## src/rtl/axis_split_multi_channel.sv

```systemverilog
// ----------------------------------------------------------------------------
// axis_split_multi_channel
//
// Purpose:
//   Splits each AXI-stream packet arriving on the slave port into up to NUM
//   consecutive segments. Segment i (i < NUM-1) carries split_len slice i
//   beats and goes to master channel i. Channel NUM-1 carries whatever is
//   left. Every segment ends with a generated tlast. Segments with a length
//   of zero are skipped. If a packet ends before its current programmed
//   segment is full, short_pkt pulses for one cycle. Segment lengths are
//   latched on the first beat (SOP) of each packet. One output register is
//   shared by all channels, so each beat appears one cycle after it is
//   accepted.
//
// Ports:
//   aclk, areset     clock and synchronous active-high reset
//   split_len        (NUM-1) packed LSIZE-bit segment lengths, slice i = seg i
//   s_axis_*         slave stream: tdata, tkeep, tuser, tvalid, tlast, tready
//   m_axis_*         per-channel master streams; slice i belongs to channel i
//   busy             packet in progress (SOP accepted, tlast not yet accepted)
//   short_pkt        one-cycle pulse when a packet ends inside a segment
// ----------------------------------------------------------------------------
module axis_split_multi_channel #(
  parameter int unsigned DSIZE = 32,
  parameter int unsigned NUM   = 4,
  parameter int unsigned LSIZE = 16
) (
  input  logic                          aclk,
  input  logic                          areset,
  input  logic [(NUM-1)*LSIZE-1:0]      split_len,
  input  logic [DSIZE-1:0]              s_axis_tdata,
  input  logic [DSIZE/8-1:0]            s_axis_tkeep,
  input  logic                          s_axis_tuser,
  input  logic                          s_axis_tvalid,
  input  logic                          s_axis_tlast,
  output logic                          s_axis_tready,
  output logic [NUM*DSIZE-1:0]          m_axis_tdata,
  output logic [NUM*(DSIZE/8)-1:0]      m_axis_tkeep,
  output logic [NUM-1:0]                m_axis_tuser,
  output logic [NUM-1:0]                m_axis_tvalid,
  output logic [NUM-1:0]                m_axis_tlast,
  input  logic [NUM-1:0]                m_axis_tready,
  output logic                          busy,
  output logic                          short_pkt
);

  localparam int unsigned KSIZE   = DSIZE / 8;
  localparam int unsigned SW      = $clog2(NUM);
  localparam int unsigned NLEN    = NUM - 1;
  localparam int unsigned LAST_CH = NUM - 1;

  // Packet tracking state
  logic                    r_sop;
  logic [SW-1:0]           r_seg;
  logic [LSIZE-1:0]        r_cnt;
  logic [NLEN*LSIZE-1:0]   r_len;
  logic                    r_busy;
  logic                    r_short;

  // Shared output register
  logic                    r_out_valid;
  logic [SW-1:0]           r_out_dest;
  logic [DSIZE-1:0]        r_out_data;
  logic [KSIZE-1:0]        r_out_keep;
  logic                    r_out_user;
  logic                    r_out_last;

  // Combinational helpers
  logic                    w_out_ready;
  logic                    w_ready;
  logic                    w_accept;
  logic [NLEN*LSIZE-1:0]   w_len;
  logic [SW-1:0]           w_first_seg;
  logic [SW-1:0]           w_cur_seg;
  logic [SW-1:0]           w_next_seg;
  logic [LSIZE-1:0]        w_cur_len;
  logic                    w_last_ch;
  logic                    w_seg_end;
  logic                    w_out_last;
  logic                    w_short;

  // Slave ready: output register empty or being drained this cycle
  assign w_out_ready = m_axis_tready[r_out_dest];
  assign w_ready     = ~areset & (~r_out_valid | w_out_ready);
  assign w_accept    = s_axis_tvalid & w_ready;

  // Live lengths apply on the SOP beat; latched copy for the rest of the packet
  assign w_len = r_sop ? split_len : r_len;

  // First non-empty programmed segment, falling back to the remainder channel
  always_comb begin
    w_first_seg = SW'(LAST_CH);
    for (int i = int'(NLEN) - 1; i >= 0; i--) begin
      if (w_len[i*LSIZE +: LSIZE] != '0) begin
        w_first_seg = SW'(i);
      end
    end
  end

  assign w_cur_seg = r_sop ? w_first_seg : r_seg;
  assign w_last_ch = (w_cur_seg == SW'(LAST_CH));

  // Length of the current segment (unused on the remainder channel)
  always_comb begin
    w_cur_len = '0;
    for (int i = 0; i < int'(NLEN); i++) begin
      if (w_cur_seg == SW'(i)) begin
        w_cur_len = w_len[i*LSIZE +: LSIZE];
      end
    end
  end

  // Next non-empty programmed segment above the current one
  always_comb begin
    w_next_seg = SW'(LAST_CH);
    for (int i = int'(NLEN) - 1; i >= 0; i--) begin
      if ((SW'(i) > w_cur_seg) && (w_len[i*LSIZE +: LSIZE] != '0)) begin
        w_next_seg = SW'(i);
      end
    end
  end

  // Only non-zero segments are ever selected, so len-1 cannot underflow here
  assign w_seg_end  = ~w_last_ch & (r_cnt == LSIZE'(w_cur_len - LSIZE'(1)));
  assign w_out_last = s_axis_tlast | w_seg_end;
  assign w_short    = w_accept & s_axis_tlast & ~w_last_ch & ~w_seg_end;

  // Segment tracking and output register
  always_ff @(posedge aclk) begin
    if (areset) begin
      r_sop       <= 1'b1;
      r_seg       <= '0;
      r_cnt       <= '0;
      r_len       <= '0;
      r_busy      <= 1'b0;
      r_short     <= 1'b0;
      r_out_valid <= 1'b0;
      r_out_dest  <= '0;
      r_out_data  <= '0;
      r_out_keep  <= '0;
      r_out_user  <= 1'b0;
      r_out_last  <= 1'b0;
    end else begin
      r_short <= w_short;

      if (w_accept) begin
        r_out_valid <= 1'b1;
        r_out_dest  <= w_cur_seg;
        r_out_data  <= s_axis_tdata;
        r_out_keep  <= s_axis_tkeep;
        r_out_user  <= s_axis_tuser;
        r_out_last  <= w_out_last;

        if (r_sop) begin
          r_len <= split_len;
        end

        if (s_axis_tlast) begin
          // Packet done: rearm for the next SOP
          r_sop  <= 1'b1;
          r_seg  <= '0;
          r_cnt  <= '0;
          r_busy <= 1'b0;
        end else begin
          r_sop  <= 1'b0;
          r_busy <= 1'b1;
          if (w_seg_end) begin
            r_cnt <= '0;
            r_seg <= w_next_seg;
          end else begin
            r_seg <= w_cur_seg;
            if (!w_last_ch) begin
              r_cnt <= LSIZE'(r_cnt + LSIZE'(1));
            end
          end
        end
      end else if (r_out_valid && w_out_ready) begin
        r_out_valid <= 1'b0;
      end
    end
  end

  // Payload is replicated; only the slice whose tvalid is set is meaningful
  assign m_axis_tdata  = {NUM{r_out_data}};
  assign m_axis_tkeep  = {NUM{r_out_keep}};
  assign m_axis_tuser  = {NUM{r_out_user}};

  for (genvar g = 0; g < int'(NUM); g++) begin : g_ch
    assign m_axis_tvalid[g] = r_out_valid & (r_out_dest == SW'(g));
    assign m_axis_tlast[g]  = r_out_valid & r_out_last & (r_out_dest == SW'(g));
  end

  assign s_axis_tready = w_ready;
  assign busy          = r_busy;
  assign short_pkt     = r_short;

endmodule

```

## config.mk

```make
export PLATFORM = sky130hd
export DESIGN_NAME = axis_split_multi_channel
export DESIGN_NICKNAME = d
export VERILOG_FILES = /design/src/rtl/axis_split_multi_channel.sv
export SDC_FILE = /design/constraint.sdc
export NUM_CORES = 1
export LEC_CHECK = 0
export CAP_MARGIN = 20
export CORE_ASPECT_RATIO = 0.75
export CORE_MARGIN = 2
export CORE_UTILIZATION = 49
export DETAILED_ROUTE_END_ITERATION = 10
export PLACE_DENSITY = 0.87
export SLEW_MARGIN = 20
export SYNTH_ARGS = -nofsm -noshare
export SYNTH_HDL_FRONTEND = slang
export SYNTH_SLANG_ARGS = --single-unit
export TNS_END_PERCENT = 100
```

## constraint.sdc

```tcl
create_clock -name aclk -period 9.86 [get_ports aclk]
set_clock_uncertainty 0.1 [all_clocks]
set_input_delay 1.972 -clock aclk [delete_from_list [all_inputs] [get_ports aclk]]
set_output_delay 1.972 -clock aclk [all_outputs]
set_load 0.01 [all_outputs]
```

==> impl_metrics.tcl <==
set metrics [dict create \
    pre_cts_slack_ps 2339 \
    layout_commonest_cell "clkdlybuf4s50_1" \
    cts_resized 0 \
    num-nets-final 1119 \
    grt_pass1_vias 6389 \
    combinationalPowerShare 0.251 \
    path_clk_slew_ps 70 \
    final_cell_mix "clkdlybuf4s50_1, nand2_1, dfxtp_1, nand3_1, nor2_1" \
    slew_violations 0 \
    final.setup.worst_slack_ps 2537 \
    synth_edf_count 0 \
    switching_share 0.3001 \
    hpwl_mm 17.26 \
    diodes 0 \
    finalSetupViolCount 0 \
    ys_seq_area_frac 0.3172 \
    cts_setup_buffers 0 \
    min-delay-path-class "reg -> reg" \
    ant_nets 0 \
    die_w_um 141.5 \
    cts_tree "built" \
    numPortBuffers 251 \
    die_h_um 107.1 \
    ys_warn_count 0 \
    hold_viol_final 0 \
    gr-usage-all-layers 0.2905 \
    start_kind "primary input" \
    post_dp_cell_area_um2 8702 \
    critPathMaxFanout 19 \
    worstSetupEndpointType "flip-flop" \
    ios 252 \
    grt_max_degree 69 \
    clk_path_buf_depth 2 \
    syn-cell-area_um2 6943 \
    grt-ovfl-total 0 \
    vias_per_cell 5.877 \
    drive_gt1_frac 0.05151 \
    p_leak_nw 3.384 \
    grt_pass1_wl_mm 34.82 \
    synth_flop_cell "dfxtp_1" \
    syn_to_final_growth_pct 30.04 \
    period_share 0.7427 \
    rsz0062_at_grt "false" \
    power_switching_mw 0.3556 \
    detail_route.wl_per_cell_um 18.85 \
    core_area_um2 13800 \
    cts_sinks 110 \
    fillers 1149 \
    cp.required_ps 9960 \
    cts_made_buffers 9 \
    fin_area_um2 9029 \
    syn_nets 1011 \
    clk_latency_ps 350 \
    synthArstFlopShare 0 \
    timing_worst_slew_pin_value_ps 1096 \
    antenna_found_initial 0 \
    cts_hold_buf 0 \
    synth-seq-cells 110 \
    cap_violations 0 \
    period_needed_ps 7323 \
    cts_max_level 3 \
    power_mw 1.185 \
    pwr-share-clk 0.332 \
    max_freq_ghz 0.1366 \
    yosysUniqueCellTypes 70 \
    die-area_um2 15150 \
    crit_arrival_ps 7430 \
    hold_slack_ps 358.0 \
    drtPass1Iterations 6 \
    powerDensity_nw_per_um2 131.3 \
    cts-root-buf "clkbuf_16" \
    ff2ff_path_depth 12 \
    slew_headroom 0.2685 \
    gp_congestion 0.9996 \
    avgSynthCellArea_um2 7.580 \
    drc 0 \
    ir_worst_vdd_mv 0.1170 \
    p_int_mw 0.8295 \
    status "complete, no violations" \
    critPathKind "in -> reg" \
    holdPathStages 2 \
    num_rows 37 \
    start_util 0.5033 \
    num_vias 7076 \
    p_seq_frac 0.418 \
    setup_tns_ps 0 \
    drt_iter0_drc 594 \
    wirelength_mm 22.70 \
    synthCells 916 \
]
-- worst paths after layout --
check / to / startpoint / slack, ps
worst min-delay path: r_len[12] / r_len[12] / 360
worst min register to register: r_len[12] / r_len[12] / 360
worst max-delay path: r_cnt[12] / split_len[41] / 2540
worst max register to register: r_cnt[12] / r_sop / 3160
-- sequential cells by signal, indices dropped and copies added (netlist names), 2 cells and up --
register    count
r_out_dest      2
r_out_data     32
r_len          48
r_seg           2
r_out_keep      4
r_cnt          16
-- critical path: stages --
cell and delay (ps):
clkdlybuf4s50_1 430, or4_1 530, nor4_1 420, o221ai_1 430, a21oi_2 810, o21ai_0 410, a2111oi_2 430, nand4_1 220
or4_1 600, a2111o_1 490, nor3b_4 550, nor3_1 110
-- power groups by stage --
stage | sequential (mW) | clock (mW) | combinational [mW]
global placement | 0.503 | 0 | 0.290
CTS | 0.494 | 0.397 | 0.294
global route | 0.499 | 0.414 | 0.316
detailed placement | 0.505 | 0 | 0.294
floorplan | 0.502 | 0 | 0.171
finish | 0.495 | 0.393 | 0.297
-- metal layers --
metal	up-vias	global-route usage	wire [um]
met5	-	0	0
met4	0	0.07929	477
met3	42	0.06610	2346
met2	419	0.4740	10540
met1	3300	0.3878	9330
li1	3315	-	-
-- stage by stage --
stage | util | cells
2_1_floorplan | - | 916
3_3_place_gp | 0.6308 | 1188
3_5_place_dp | 0.6308 | 1188
4_1_cts | 0.6545 | 1204
5_1_grt | 0.6545 | 1204
6_report | 0.6545 | 1204
-- synthesized netlist by cell type, types with 9 or more instances --
library cell | n | area (um^2)
or4_1 | 9 | 67.56
xor2_1 | 14 | 122.6
nand4_1 | 12 | 75.07
buf_1 | 10 | 37.54
nor4_1 | 16 | 100.1
a21oi_1 | 50 | 250.2
o21ai_0 | 21 | 105.1
buf_4 | 113 | 848.3
mux2_2 | 11 | 123.9
clkbuf_1 | 33 | 123.9
nor2_1 | 54 | 202.7
inv_1 | 11 | 41.29
mux2i_1 | 14 | 140.1
dfxtp_1 | 110 | 2202
nand3_1 | 64 | 320.3
nand2_1 | 186 | 698.2
nor3_1 | 27 | 135.1
xnor2_1 | 19 | 166.4
-- cell type report --
type / instances / area (um^2) / share of cell area
Clock buffer: 9 / 225.2 / 0.02494
Multi-Input combinational cell: 632 / 3662 / 0.4056
Tap cell: 175 / 219.0 / 0.02425
Clock inverter: 7 / 101.3 / 0.01123
Inverter: 12 / 45.04 / 0.004989
Timing Repair Buffer: 259 / 2572 / 0.2849
Sequential cell: 110 / 2203 / 0.2440
-- logic make-up after synthesis --
| family | share of synthesized area |
|---|---|
| AOI/OAI and AO/OA | 0.1571 |
| xor gates and xnor gates | 0.04487 |
| adders and majority gates | 0.003604 |
| buffers and inverters | 0.1562 |
| DFF | 0.3172 |
| muxes | 0.04613 |
| and+or+nand+nor | 0.2748 |
Note: power is estimated with default switching activity, not from simulation.
